--- src/rtl/loader_pkg.sv ---
// Shared definitions for the UART boot loader: FSM state codes and frame header.
package loader_pkg;

    localparam logic [7:0] DEF_HEADER = 8'hA5;

    typedef logic [2:0] state_t;

    localparam state_t ST_IDLE = 3'd0;
    localparam state_t ST_LEN  = 3'd1;
    localparam state_t ST_DATA = 3'd2;
    localparam state_t ST_CHK  = 3'd3;
    localparam state_t ST_DONE = 3'd4;
    localparam state_t ST_ERR  = 3'd5;

endpackage

--- src/rtl/word_packer.sv ---
// Packs MSB-first bytes into NBITS-wide words; word_valid is combinational
// on the final byte so the loader can register the write one cycle later.
module word_packer #(
    parameter int NBITS = 32
) (
    input  logic             i_clk,
    input  logic             i_reset,
    input  logic             i_clear,
    input  logic             i_valid,
    input  logic [7:0]       i_byte,
    output logic [NBITS-1:0] o_word,
    output logic             o_word_valid
);

    logic [1:0]       cnt;
    logic [NBITS-9:0] shift;

    assign o_word       = {shift, i_byte};
    assign o_word_valid = i_valid && (cnt == 2'd3);

    always_ff @(posedge i_clk) begin
        if (i_reset || i_clear) begin
            cnt   <= 2'd0;
            shift <= '0;
        end else if (i_valid) begin
            cnt   <= cnt + 2'd1;
            shift <= {shift[NBITS-17:0], i_byte};
        end
    end

endmodule

--- src/rtl/instr_loader.sv ---
// Frames a UART byte stream into a program image and writes instruction memory.
// Define LOADER_CHECKSUM_EN to require a trailing XOR checksum byte.
module instr_loader
    import loader_pkg::*;
#(
    parameter int         NBITS     = 32,
    parameter int         ADDR_BITS = 10,
    parameter logic [7:0] HEADER    = DEF_HEADER
) (
    input  logic             i_clk,
    input  logic             i_reset,
    input  logic [7:0]       i_rx_data,
    input  logic             i_rx_valid,
    output logic             o_mem_we,
    output logic [NBITS-1:0] o_mem_addr,
    output logic [NBITS-1:0] o_mem_data,
    output logic             o_cpu_reset,
    output logic             o_done,
    output logic             o_error
);

    state_t                 state;
    state_t                 state_n;
    logic [ADDR_BITS-1:0]   idx;
    logic [7:0]             len_q;
    logic [NBITS-1:0]       word;
    logic                   word_valid;
    logic                   word_last;
    logic                   len_bad;
    logic                   in_len;
    logic                   in_data;
`ifdef LOADER_CHECKSUM_EN
    logic [7:0]             chk_q;
`endif

    assign in_len  = i_rx_valid && (state == ST_LEN);
    assign in_data = i_rx_valid && (state == ST_DATA);

    // Compare at 32 bits so the bound works for any ADDR_BITS.
    assign len_bad = (i_rx_data == 8'd0) ||
                     ({24'd0, i_rx_data} > (32'd1 << ADDR_BITS));

    assign word_last = (({{(32-ADDR_BITS){1'b0}}, idx} + 32'd1) ==
                        {24'd0, len_q});

    word_packer #(.NBITS(NBITS)) u_packer (
        .i_clk        (i_clk),
        .i_reset      (i_reset),
        .i_clear      (in_len),
        .i_valid      (in_data),
        .i_byte       (i_rx_data),
        .o_word       (word),
        .o_word_valid (word_valid)
    );

    always_comb begin
        state_n = state;
        if (i_rx_valid) begin
            case (state)
                ST_IDLE, ST_DONE, ST_ERR: begin
                    if (i_rx_data == HEADER) state_n = ST_LEN;
                end
                ST_LEN: state_n = len_bad ? ST_ERR : ST_DATA;
                ST_DATA: begin
`ifdef LOADER_CHECKSUM_EN
                    if (word_valid && word_last) state_n = ST_CHK;
`else
                    if (word_valid && word_last) state_n = ST_DONE;
`endif
                end
`ifdef LOADER_CHECKSUM_EN
                ST_CHK: state_n = (i_rx_data == chk_q) ? ST_DONE : ST_ERR;
`endif
                default: state_n = ST_IDLE;
            endcase
        end
    end

    always_ff @(posedge i_clk) begin
        if (i_reset) begin
            state       <= ST_IDLE;
            idx         <= '0;
            len_q       <= 8'd0;
            o_mem_we    <= 1'b0;
            o_mem_addr  <= '0;
            o_mem_data  <= '0;
            o_cpu_reset <= 1'b1;
            o_done      <= 1'b0;
            o_error     <= 1'b0;
        end else begin
            state       <= state_n;
            o_mem_we    <= word_valid;
            o_cpu_reset <= (state_n != ST_DONE);
            o_done      <= (state_n == ST_DONE);
            o_error     <= (state_n == ST_ERR);
            if (in_len) begin
                idx   <= '0;
                len_q <= i_rx_data;
            end else if (word_valid) begin
                idx        <= idx + 1'b1;
                o_mem_addr <= {{(NBITS-ADDR_BITS-2){1'b0}}, idx, 2'b00};
                o_mem_data <= word;
            end
        end
    end

`ifdef LOADER_CHECKSUM_EN
    always_ff @(posedge i_clk) begin
        if (i_reset || in_len) chk_q <= 8'd0;
        else if (in_data)      chk_q <= chk_q ^ i_rx_data;
    end
`endif

endmodule
--- config.mk ---
export PLATFORM = sky130hd
export DESIGN_NAME = instr_loader
export DESIGN_NICKNAME = d
export VERILOG_FILES = /design/src/rtl/loader_pkg.sv /design/src/rtl/word_packer.sv /design/src/rtl/instr_loader.sv
export SDC_FILE = /design/constraint.sdc
export NUM_CORES = 1
export LEC_CHECK = 0
export ABC_AREA = 0
export BUFFER_PORTS_ARGS = -buffer_cell sky130_fd_sc_hd__clkbuf_2
export CAP_MARGIN = 5
export CELL_PAD_IN_SITES_DETAIL_PLACEMENT = 1
export CELL_PAD_IN_SITES_GLOBAL_PLACEMENT = 2
export CORE_ASPECT_RATIO = 1.25
export CORE_MARGIN = 2
export CORE_UTILIZATION = 31
export CTS_CLUSTER_DIAMETER = 100
export CTS_CLUSTER_SIZE = 40
export DETAILED_ROUTE_END_ITERATION = 12
export HOLD_SLACK_MARGIN = 0.1
export PLACE_DENSITY = 0.83
export SETUP_SLACK_MARGIN = 0.5
export SYNTH_ARGS = -nofsm -noshare
export SYNTH_HDL_FRONTEND = slang
export SYNTH_SLANG_ARGS = --single-unit
--- constraint.sdc ---
create_clock -name i_clk -period 2.35 [get_ports i_clk]
set_clock_uncertainty 0.05 [all_clocks]
set_input_delay 0.235 -clock i_clk [delete_from_list [all_inputs] [get_ports i_clk]]
set_output_delay 0.235 -clock i_clk [all_outputs]
set_load 0.05 [all_outputs]
==> load_flow_metrics.sql, run 1 <==
INSERT INTO impl_metrics (metric_group, metric, value, unit) VALUES
('cells_and_area', 'final_util', '39.1', '%'),
('place', 'postPlaceCellArea', '4240', 'um2'),
('global_route', 'grt_start_max_net_pins', '49', ''),
('clocking', 'htree_num_levels', '3', ''),
('worst_setup_path', 'worstSetupEndpointType', 'flip-flop', ''),
('die', 'area_of_the_die', '13300', 'um2'),
('sta', 'finalHoldViolations', '0', ''),
('pwr', 'clock_power_share', '46.2', '%'),
('global_route', 'grt_util_all_layers', '15.0', '%'),
('route', 'drt_first_iter_violations', '89', ''),
('place', 'port_buffers', '56', ''),
('sta', 'finalSetupViolations', '0', ''),
('cells_and_area', 'finish.instance_area', '4730', 'um2'),
('route', 'detail_route.wl_per_cell', '14.4', 'um'),
('worst_setup_path', 'worstPathRequired', '2520', 'ps'),
('clocking', 'clk_pin_slew_worst_paths', '70', 'ps'),
('worst_setup_path', 'critPathKind', 'reg2reg', ''),
('pwr', 'combinationalPowerShare', '4.2', '%'),
('yosys', 'ys.flop_type', 'dfxtp_1', ''),
('die', 'boundaryPins', '79', ''),
('global_route', 'grt_pass1_wl', '16.1', 'mm'),
('yosys', 'count_leader_synth', 'nand2_1', ''),
('worst_setup_path', 'setup.worst_path.start_class', 'flip-flop', ''),
('clocking', 'cts_max_path_buffers', '2', ''),
('pwr', 'proportion_of_total_power_due_to_net_switching', '23.0', '%'),
('cells_and_area', 'layout.area.seq', '1890', 'um2'),
('yosys', 'postSynthAreaPerCell', '8.07', 'um2'),
('yosys', 'synth.yosys.seq_area_share', '48.5', '%'),
('sta', 'max-slew-margin-rel', '59.6', '%'),
('global_route', 'grt_antenna_before_repair', '0', ''),
('sta', 'measured_slew_at_the_worst_slew_check_pin', '601', 'ps'),
('route', 'final_antenna_net_count', '0', ''),
('yosys', 'yosysTopAreaCellShare', '48.5', '%'),
('die', 'floorplan_die_width', '104', 'um'),
('worst_setup_path', 'crit_arrival', '2160', 'ps'),
('cells_and_area', 'fillers', '1484', ''),
('die', 'core_area', '12100', 'um2'),
('clocking', 'insertion_delay', '340', 'ps'),
('die', 'std_cell_rows', '45', ''),
('global_route', 'first_global_vias', '3351', ''),
('sta', 'final_critical_path_setup_slack', '359', 'ps'),
('yosys', 'netlist_area', '3840', 'um2'),
('cells_and_area', 'flow.area_growth_from_synthesis', '23.2', '%'),
('yosys', 'synth_top_area_cell', 'dfxtp_1', ''),
('clocking', 'cts_sinks', '93', ''),
('cells_and_area', 'multi_input_area', '1830', 'um2'),
('yosys', 'syn-instance-count', '476', ''),
('pwr', 'power_frac_seq', '49.6', '%'),
('place', 'place_ws', '192', 'ps'),
('sta', 'number_of_pins_with_negative_max_slew_slack_in_the_final_report', '0', ''),
('cells_and_area', 'drive_above_1_share', '22.7', '%'),
('cells_and_area', 'nets', '545', ''),
('sta', 'fmax', '502', 'MHz'),
('status', 'status', 'completed', ''),
('die', 'initial_utilization', '31.7', '%'),
('pwr', 'pwr_density_cell', '668', 'nW/um2'),
('route', 'route.detailed.vias_per_inst', '4.67', ''),
('place', 'place.detailed.hpwl', '6.78', 'mm'),
('pwr', 'internal_power', '2.43', 'mW'),
('clocking', 'clock_root_buffer', 'clkbuf_16', ''),
('route', 'remaining_drc_errors', '0', ''),
('sta', 'grt_setup_unrepaired', 'yes', ''),
('route', 'postRouteWirelength', '10.1', 'mm'),
('global_route', 'overflow', '0', ''),
('pwr', 'vdd_drop_max', '0.348', 'mV'),
('yosys', 'ys_seq_elements', '93', ''),
('run', 'cap_violations', '0', ''),
('yosys', 'synth_cell_types', '46', ''),
('sta', 'minimum_clock_period', '1990', 'ps'),
('die', 'die_h', '128', 'um'),
('pwr', 'totalPowerFinal', '3.16', 'mW');
==> path summary, 6_finish.rpt <==
| path | start | to | slack, ps | cells after the start |
|---|---|---|---|---|
| min | i_rx_data[3] | o_mem_data[3] | 120 | 3 |
| max reg2reg | idx[0] | o_error | 360 | 7 |
| min reg2reg | o_mem_data[9] | o_mem_data[9] | 410 | 2 |
| max | idx[0] | o_error | 360 | 7 |
==> placed cells by master (no fill, tap or decap), drive strengths merged, types with 2 or more instances in the layout <==
master / instances
xor2: 7
nor3: 2
mux2i: 8
conb: 22
nor4b: 2
a21oi: 70
or3: 3
o21ai: 7
a2111oi: 2
clkbuf: 68
inv: 6
and3: 2
nor4: 3
nand4: 2
and4: 2
xnor2: 10
buf: 20
or2: 2
nand3: 7
clkinv: 3
and2: 3
nor2: 24
nor3b: 2
dfxtp: 93
ha: 2
nor2b: 4
nand2: 146
==> per-layer routing <==
metal	vias to the layer above	wire length, um	global-route usage (%)
met5	-	0	0
met4	0	204	6.52
met3	11	400	3.80
met2	62	4820	25.1
met1	1569	4670	18.3
li1	1632	-	-
==> worst max-delay path, stage by stage, from the launching register on <==
cell and delay, ps:
dfxtp_4 380, ha_4 170, nand3_4 80, or3_4 340, and4_1 170, a311o_1 310, a31o_4 240, nor3b_2 150
==> power by group through the flow <==
stage	Clock [mW]	Combinational, mW	Sequential (mW)
2_1_floorplan	0	0.133	1.61
3_5_place_dp	0	0.132	1.61
4_1_cts	1.51	0.133	1.57
3_3_place_gp	0	0.132	1.61
5_1_grt	1.58	0.139	1.57
6_report	1.46	0.132	1.57
==> per-stage QoR <==
stage	std cells	hold WS, ps
after floorplan	497	321
after global placement	671	395
after detailed placement	671	399
after CTS	692	107
after global routing	701	133
final	701	116
==> logic make-up after synthesis <==
logic type / after synthesis / synth area share (%)
xor+xnor: 17 / 3.88
other cells: 1 / 0.0976
mux: 8 / 2.08
simple gates: 206 / 23.3
compound gates: 91 / 13.4
fa+ha+maj: 2 / 0.651
buf+inv: 58 / 8.08
flops: 93 / 48.5
==> registers in the layout (all words and copies together), names as in the netlist <==
| register | cells |
|---|---|
| o_done | 1 |
| len_q | 8 |
| o_error | 1 |
| idx | 10 |
| o_mem_we | 1 |
| u_packer.shift | 24 |
| o_cpu_reset | 1 |
| u_packer.cnt | 2 |
| o_mem_data | 32 |
| o_mem_addr | 10 |
| state | 3 |
==> layout make-up <==
cell class / instances / area share, %
Sequential cell: 93 / 39.9
Multi-Input combinational cell: 346 / 38.6
Timing Repair Buffer: 78 / 10.5
Clock buffer: 10 / 5.05
Tap cell: 164 / 4.34
Clock inverter: 6 / 1.27
Inverter: 4 / 0.317
==> repair_timing <==
item / in CTS / in global routing
hold buffers: 0 / 0
buffers inserted: 5 / 8
setup endpoints to repair: 46 / 41
pin swaps: 5 / 3
hold endpoints to repair: 0 / 0
resized for setup: 11 / 11
cloned: 0 / 1
No activity file was read; power rests on OpenSTA's default activity.
==> run 2: changes to the inputs <==
--- a/config.mk
+++ b/config.mk
@@ -12,12 +12,12 @@
 export CELL_PAD_IN_SITES_GLOBAL_PLACEMENT = 2
 export CORE_ASPECT_RATIO = 1.25
 export CORE_MARGIN = 2
-export CORE_UTILIZATION = 31
+export CORE_UTILIZATION = 28
 export CTS_CLUSTER_DIAMETER = 100
 export CTS_CLUSTER_SIZE = 40
 export DETAILED_ROUTE_END_ITERATION = 12
 export HOLD_SLACK_MARGIN = 0.1
-export PLACE_DENSITY = 0.83
+export PLACE_DENSITY = 0.79
 export SETUP_SLACK_MARGIN = 0.5
 export SYNTH_ARGS = -nofsm -noshare
 export SYNTH_HDL_FRONTEND = slang
==> constraint.sdc (replaced) <==
create_clock -name i_clk -period 1.6 [get_ports i_clk]
set_clock_uncertainty 0.05 [all_clocks]
set_input_delay 0.16 -clock i_clk [delete_from_list [all_inputs] [get_ports i_clk]]
set_output_delay 0.16 -clock i_clk [all_outputs]
set_load 0.05 [all_outputs]
==> load_flow_metrics.sql, run 2 (synthesis results as in run 1) <==
INSERT INTO impl_metrics (metric_group, metric, value, unit) VALUES
('global_route', 'overflow', '0', ''),
('clocking', 'tritoncts_clock_tree', 'done', ''),
('worst_setup_path', 'worstPathRequired', '1790', 'ps'),
('die', 'std_cell_rows', '47', ''),
('cells_and_area', 'antenna_cells', '0', ''),
('sta', 'post-route-period-util', '125', '%'),
('pwr', 'power_frac_seq', '44.9', '%'),
('cells_and_area', 'final-instance-count-excl-fill', '789', ''),
('clocking', 'cts_max_path_buffers', '2', ''),
('worst_setup_path', 'critPathKind', 'reg2reg', ''),
('cells_and_area', 'mostFrequentLayoutCells', 'nand2_1 (73), nand2_4 (62), a21oi_2 (61)', ''),
('clocking', 'cts_inserted_buffers', '9', ''),
('route', 'drt_first_iter_violations', '119', ''),
('sta', 'grt_setup_unrepaired', 'yes', ''),
('cells_and_area', 'flow.area_growth_from_synthesis', '86.3', '%'),
('route', 'postRouteWirelength', '15.4', 'mm'),
('die', 'core_area', '13300', 'um2'),
('route', 'remaining_drc_errors', '0', ''),
('worst_setup_path', 'critical_path_peak_fanout', '4', ''),
('cells_and_area', 'nets', '626', ''),
('pwr', 'vdd_drop_max', '0.428', 'mV'),
('die', 'initial_utilization', '28.8', '%'),
('worst_setup_path', 'rr_worst_depth', '7', ''),
('place', 'gp_congestion', '0.824', ''),
('pwr', 'proportion_of_total_power_due_to_net_switching', '23.5', '%'),
('pwr', 'internal_power', '3.93', 'mW'),
('clocking', 'clock_root_buffer', 'clkbuf_16', ''),
('cells_and_area', 'register_containing_the_most_flip_flops_in_the_final_layout', 'o_mem_data', ''),
('worst_setup_path', 'path_cells', 'buf_4, nand2_1, or3_4, and4_1, a311o_1, a31o_4, nor3b_2', ''),
('global_route', 'grt.busiest_layer', 'met2', ''),
('die', 'area_of_the_die', '14700', 'um2'),
('worst_hold_path', 'timing.hold.worst_path_depth', '4', ''),
('status', 'violations_in_the_final_reports', 'setup timing', ''),
('worst_setup_path', 'crit_arrival', '2190', 'ps'),
('sta', 'finalHoldViolations', '0', ''),
('place', 'place.detailed.hpwl', '8.00', 'mm'),
('cells_and_area', 'largestRegisters', 'o_mem_data x32, u_packer.shift x24', ''),
('worst_hold_path', 'hold_path_class', 'in2reg', ''),
('pwr', 'netSwitchingPower', '1.21', 'mW'),
('global_route', 'grt_util_all_layers', '20.8', '%'),
('global_route', 'grt_start_max_net_pins', '21', ''),
('sta', 'worst_hold_slack', '148', 'ps'),
('worst_setup_path', 'worst_path_largest_cell_delay', '390', 'ps'),
('cells_and_area', 'layout_commonest_cell', 'nand2_1', ''),
('sta', 'final_critical_path_setup_slack', '-404', 'ps'),
('worst_setup_path', 'worstSetupEndpointType', 'flip-flop', ''),
('sta', 'tns', '-23400', 'ps'),
('cells_and_area', 'largest_register_ffs', '32', ''),
('route', 'vias_post_dr', '3839', ''),
('global_route', 'groute.layer.met3.usage', '3.28', '%'),
('pwr', 'combinationalPowerShare', '5.5', '%'),
('route', 'final_antenna_net_count', '0', ''),
('place', 'port_buffers', '56', ''),
('clocking', 'insertion_delay', '350', 'ps'),
('clocking', 'clk_pin_slew_worst_paths', '70', 'ps'),
('cells_and_area', 'drive_above_1_share', '63.8', '%'),
('cells_and_area', 'fillers', '1393', ''),
('sta', 'number_of_pins_with_negative_max_slew_slack_in_the_final_report', '0', ''),
('sta', 'fmax', '499', 'MHz'),
('sta', 'finalSetupViolations', '91', ''),
('sta', 'minimum_clock_period', '2000', 'ps'),
('status', 'status', 'finished with violations', ''),
('global_route', 'grt_antenna_before_repair', '0', ''),
('route', 'detailedRoute.firstPassIterationCount', '4', ''),
('clocking', 'cts_sinks', '93', ''),
('route', 'detail_route.wl_per_cell', '19.5', 'um'),
('place', 'placed_instances', '729', ''),
('worst_setup_path', 'critPathSlowestCell', 'or3_4', ''),
('global_route', 'grt.met2_usage', '37.3', '%'),
('clocking', 'htree_num_levels', '3', ''),
('worst_setup_path', 'setup.worst_path.start_class', 'flip-flop', ''),
('pwr', 'p_leak', '3.38', 'nW'),
('die', 'boundaryPins', '79', ''),
('pwr', 'totalPowerFinal', '5.14', 'mW'),
('die', 'die_h', '135', 'um'),
('pwr', 'pwr_density_cell', '718', 'nW/um2'),
('die', 'floorplan_die_width', '109', 'um'),
('global_route', 'grtUsageMet1', '24.4', '%'),
('pwr', 'clock_power_share', '49.7', '%'),
('run', 'cap_violations', '0', ''),
('route', 'route.detailed.vias_per_inst', '4.87', ''),
('global_route', 'grt_pass1_wl', '23.1', 'mm'),
('global_route', 'first_global_vias', '4225', '');
-- run 2: cell count changes in the layout (fill, tap and decap cells not counted), moves of 41 or more --
cell and delta:
a21oi_1 -62, a21oi_2 +61, buf_8 +41, clkbuf_2 -47, nand2_1 -73, nand2_4 +62
-- run 2: worst paths after layout --
path                  from             to  slack, ps
max                 idx[5]        o_error       -400
min           i_rx_data[7]  o_mem_data[7]        150
min reg2reg  o_mem_addr[9]  o_mem_addr[9]        420
max reg2reg         idx[5]        o_error       -400
-- run 2: cell type report --
class | instances | area [um2] | area share, %
clock inverter | 5 | 82.6 | 1.15
sequential | 93 | 1930 | 26.9
multi-input combinational | 348 | 2740 | 38.3
clock buffer | 11 | 275 | 3.85
inverter | 4 | 15.0 | 0.210
timing repair buffer | 157 | 1900 | 26.5
tap | 171 | 214 | 2.99
-- run 2: what timing repair did --
item,4_1_cts,5_1_grt
resized for setup,281,152
gates cloned,9,0
hold buffers,1,0
buffers inserted,25,9
endpoints found under the hold margin,1,0
endpoints found under the setup margin,139,130
pin swaps,93,69
-- run 2: power groups by stage --
| stage | Clock (mW) | Sequential, mW | Combinational [mW] |
|---|---|---|---|
| global placement | 0 | 2.36 | 0.239 |
| finish | 2.55 | 2.31 | 0.280 |
| floorplan | 0 | 2.36 | 0.209 |
| detailed placement | 0 | 2.36 | 0.240 |
| CTS | 2.56 | 2.31 | 0.263 |
| global route | 2.70 | 2.30 | 0.292 |
-- run 2: metal layers --
layer	wire length, um	share of wire (%)
met1	6140	40
met2	8340	54
met3	469	3.0
met4	424	2.8
met5	0	0
-- run 2: worst max-delay path: cells and delay by family, from the launching register on --
family	cells	cell delay (ps)
flops	1	380
compound gates	2	550
buf+inv	1	120
simple gates	4	800
-- run 2: through the flow --
step                      instance area (um2)  utilization, %  worst slack (ps)
after floorplan                          4200               -              -352
after global placement                   4730            35.5              -416
after CTS                                6620            49.6              -404
final                                    7160            53.6              -404
after global routing                     7160            53.6              -507
after detailed placement                 4730            35.5              -484
==> run 3: changes to the inputs <==
--- a/config.mk
+++ b/config.mk
@@ -5,14 +5,14 @@
 export SDC_FILE = /design/constraint.sdc
 export NUM_CORES = 1
 export LEC_CHECK = 0
-export ABC_AREA = 0
+export ABC_AREA = 1
 export BUFFER_PORTS_ARGS = -buffer_cell sky130_fd_sc_hd__clkbuf_2
 export CAP_MARGIN = 5
 export CELL_PAD_IN_SITES_DETAIL_PLACEMENT = 1
 export CELL_PAD_IN_SITES_GLOBAL_PLACEMENT = 2
 export CORE_ASPECT_RATIO = 1.25
 export CORE_MARGIN = 2
-export CORE_UTILIZATION = 28
+export CORE_UTILIZATION = 27
 export CTS_CLUSTER_DIAMETER = 100
 export CTS_CLUSTER_SIZE = 40
 export DETAILED_ROUTE_END_ITERATION = 12
==> load_flow_metrics.sql, run 3 <==
INSERT INTO impl_metrics (metric_group, metric, value, unit) VALUES
('worst_setup_path', 'worst_path_largest_cell_delay', '380', 'ps'),
('worst_setup_path', 'path_cells', 'ha_4, inv_2, nand2_2, nand2_2, buf_4, buf_4, buf_4, buf_4, buf_4, buf_4, buf_4, buf_4, a21oi_2', ''),
('worst_setup_path', 'critPathKind', 'reg2reg', ''),
('sta', 'final_critical_path_setup_slack', '-342', 'ps'),
('clocking', 'tritoncts_clock_tree', 'done', ''),
('worst_setup_path', 'setup.worst_path.start_class', 'flip-flop', ''),
('global_route', 'grt_start_max_net_pins', '29', ''),
('cells_and_area', 'layout_commonest_cell', 'nand2_1', ''),
('route', 'route.detailed.vias_per_inst', '4.69', ''),
('pwr', 'pwr_density_cell', '802', 'nW/um2'),
('die', 'core_area', '14300', 'um2'),
('worst_setup_path', 'worstReg2RegStart', 'idx[0]', ''),
('global_route', 'first_global_vias', '4040', ''),
('clocking', 'clk_pin_slew_worst_paths', '70', 'ps'),
('yosys', 'yosys-top-cells-area', 'dfxtp_1 (48%), nand2_1 (17%), a21oi_1 (10%), buf_4 (4.4%), o21ai_0 (3.1%)', ''),
('clocking', 'cts_inserted_buffers', '9', ''),
('sta', 'finalSetupViolations', '6', ''),
('pwr', 'vdd_drop_max', '0.412', 'mV'),
('worst_setup_path', 'crit_arrival', '2170', 'ps'),
('worst_hold_path', 'timing.hold.worst_path_depth', '4', ''),
('sta', 'number_of_pins_with_negative_max_slew_slack_in_the_final_report', '0', ''),
('yosys', 'yosysTopAreaCellShare', '47.5', '%'),
('worst_hold_path', 'hold_path_class', 'in2reg', ''),
('die', 'std_cell_rows', '49', ''),
('yosys', 'synth.cells.most_frequent', 'nand2_1 (177), dfxtp_1 (93), a21oi_1 (80)', ''),
('worst_setup_path', 'reg2reg_setup_slack', '-340', 'ps'),
('route', 'detailedRoute.firstPassIterationCount', '4', ''),
('die', 'boundaryPins', '79', ''),
('die', 'die_h', '139', 'um'),
('die', 'floorplan_die_width', '112', 'um'),
('sta', 'finalHoldViolations', '0', ''),
('yosys', 'async_flop_share', '0', '%'),
('place', 'port_buffers', '56', ''),
('yosys', 'synth_enable_flop_cells', '0', ''),
('yosys', 'netlist_area', '3920', 'um2'),
('route', 'drt_first_iter_violations', '121', ''),
('yosys', 'synth_cell_types', '31', ''),
('cells_and_area', 'finish.instance_area', '6090', 'um2'),
('worst_setup_path', 'critical_path.top_delay_family', 'buffers and inverters', ''),
('sta', 'measured_slew_at_the_worst_slew_check_pin', '556', 'ps'),
('worst_setup_path', 'critPathSlowestCell', 'dfxtp_4', ''),
('clocking', 'cts_sinks', '93', ''),
('global_route', 'grt_util_all_layers', '16.1', '%'),
('sta', 'grt_setup_unrepaired', 'yes', ''),
('status', 'status', 'finished with violations', ''),
('run', 'cap_violations', '0', ''),
('worst_hold_path', 'hold_end', 'o_mem_data[2]', ''),
('worst_setup_path', 'rr_worst_depth', '13', ''),
('cells_and_area', 'nets', '654', ''),
('worst_setup_path', 'critical_path_peak_fanout', '4', ''),
('global_route', 'overflow', '0', ''),
('clocking', 'clock_root_buffer', 'clkbuf_16', ''),
('route', 'detail_route.wl_per_cell', '16.4', 'um'),
('yosys', 'synth_top_area_cell', 'dfxtp_1', ''),
('sta', 'post-route-period-util', '121', '%'),
('yosys', 'count_leader_synth', 'nand2_1', ''),
('cells_and_area', 'mostFrequentLayoutCells', 'nand2_1 (164), dfxtp_1 (49), a21oi_1 (46)', ''),
('clocking', 'insertion_delay', '350', 'ps'),
('pwr', 'p_leak', '2.37', 'nW'),
('cells_and_area', 'flow.area_growth_from_synthesis', '55.4', '%'),
('route', 'final_antenna_net_count', '0', ''),
('global_route', 'grt_antenna_before_repair', '0', ''),
('cells_and_area', 'largest_register_ffs', '32', ''),
('sta', 'minimum_clock_period', '1940', 'ps'),
('sta', 'fmax', '515', 'MHz'),
('route', 'vias_post_dr', '3862', ''),
('yosys', 'postSynthAreaPerCell', '7.42', 'um2'),
('cells_and_area', 'register_containing_the_most_flip_flops_in_the_final_layout', 'o_mem_data', ''),
('route', 'remaining_drc_errors', '0', ''),
('clocking', 'cts_max_path_buffers', '2', ''),
('sta', 'max-slew-margin-rel', '62.9', '%'),
('place', 'place.detailed.hpwl', '8.45', 'mm'),
('yosys', 'ys.flop_type', 'dfxtp_1', ''),
('yosys', 'synth.yosys.seq_area_share', '47.5', '%'),
('route', 'postRouteWirelength', '13.5', 'mm'),
('worst_setup_path', 'worstPathRequired', '1820', 'ps'),
('sta', 'tns', '-1530', 'ps'),
('die', 'initial_utilization', '27.4', '%'),
('worst_setup_path', 'cpMostUsedCell', 'buf_4', ''),
('worst_setup_path', 'worstSetupEndpointType', 'flip-flop', ''),
('worst_setup_path', 'crit_buf_inv', '9', ''),
('yosys', 'ys_seq_elements', '93', ''),
('worst_setup_path', 'critical_path.reg2reg.endpoint', 'idx[2]', ''),
('worst_hold_path', 'min-delay-start', 'i_rx_data[2]', ''),
('yosys', 'ys_warn_count', '0', ''),
('place', 'postPlaceCellArea', '4630', 'um2'),
('die', 'area_of_the_die', '15500', 'um2'),
('yosys', 'syn-instance-count', '528', ''),
('place', 'gp_congestion', '0.798', ''),
('global_route', 'grt_pass1_wl', '20.0', 'mm'),
('cells_and_area', 'drive_above_1_share', '43.5', '%'),
('status', 'violations_in_the_final_reports', 'setup timing', ''),
('cells_and_area', 'largestRegisters', 'o_mem_data x32, u_packer.shift x24', ''),
('cells_and_area', 'antenna_cells', '0', ''),
('clocking', 'htree_num_levels', '3', '');
[run 3: changes by cell type in the layout (fill, tap and decap cells not counted), sizes merged, moves of 4 or more]
cell | previous run | this run
buf | 137 | 92
nand2 | 146 | 185
inv | 6 | 36
o21ai | 7 | 25
a21oi | 70 | 80
nand3 | 7 | 16
xnor2 | 10 | 1
clkbuf | 30 | 38
mux2i | 8 | 0
nor2 | 24 | 30
xor2 | 7 | 1
nand3b | 0 | 4
nor2b | 4 | 0
[run 3: where the power goes]
group	internal (mW)	total [mW]	switching [mW]
Clock	1.28	2.30	1.02
Combinational	0.0625	0.275	0.212
Sequential	2.31	2.31	0.000494
Total	3.65	4.88	1.23
[run 3: cell type report]
class	instances	area [um2]
timing repair inverter	1	8.76
multi-input combinational	377	2040
clock inverter	6	76.3
fill	1679	8200
tap	178	223
timing repair buffer	125	1410
inverter	34	170
sequential	93	1920
clock buffer	10	239
[run 3: cell families (layout without fill, tap and decap cells)]
group / count (synthesis) / in the layout / share of synthesized area, %
AND/OR/NAND/NOR: 243 / 243 / 27.3
AO/OA/AOI/OAI: 108 / 108 / 14.0
XOR/XNOR: 2 / 2 / 0.447
buffers and inverters: 79 / 176 / 9.96
flip-flops: 93 / 93 / 47.5
adder cells (fa/ha/maj): 2 / 2 / 0.638
other: 1 / 22 / 0.0957
[run 3: what timing repair did]
item	in CTS	in global routing
cloned	2	5
endpoints found under the hold margin	3	0
setup buffers	12	9
resized for setup	142	139
endpoints found under the setup margin	139	125
hold buffers	4	0
pin swaps	9	9
[run 3: per-layer routing]
metal  vias to the layer above  wire (um)  global-route usage [%]
li1                       1878          -                       -
met1                      1903       5430                    17.4
met2                        62       7410                    30.4
met3                        19        372                    3.37
met4                         0        288                    5.91
met5                         -          0                       0
[run 3: worst reg2reg max path, cell delays in order, from the launching register on]
cell	delay [ps]
dfxtp_4	380
ha_4	180
inv_2	50
nand2_2	70
nand2_2	60
buf_4	130
buf_4	130
buf_4	120
buf_4	120
buf_4	120
buf_4	120
buf_4	120
buf_4	120
a21oi_2	100
[run 3: worst max path at each step]
stage | start | to | depth (start not counted)
detailed placement | idx[0] | o_done | 15
finish | idx[0] | idx[2] | 13
global placement | idx[0] | o_error | 15
floorplan | idx[0] | o_error | 13
global route | idx[0] | o_error | 16
CTS | idx[0] | o_error | 13
[run 3: per-stage QoR]
stage | instances | setup slack [ps] | hold slack (ps) | util, % | power (mW)
after floorplan | 549 | 33.9 | 245 | - | 2.56
after global placement | 776 | -210 | 401 | 32.4 | 2.59
after detailed placement | 776 | -272 | 408 | 32.4 | 2.59
after CTS | 810 | -238 | 132 | 39.1 | 4.89
after global routing | 824 | -403 | 169 | 42.6 | 5.04
final | 824 | -342 | 146 | 42.6 | 4.88
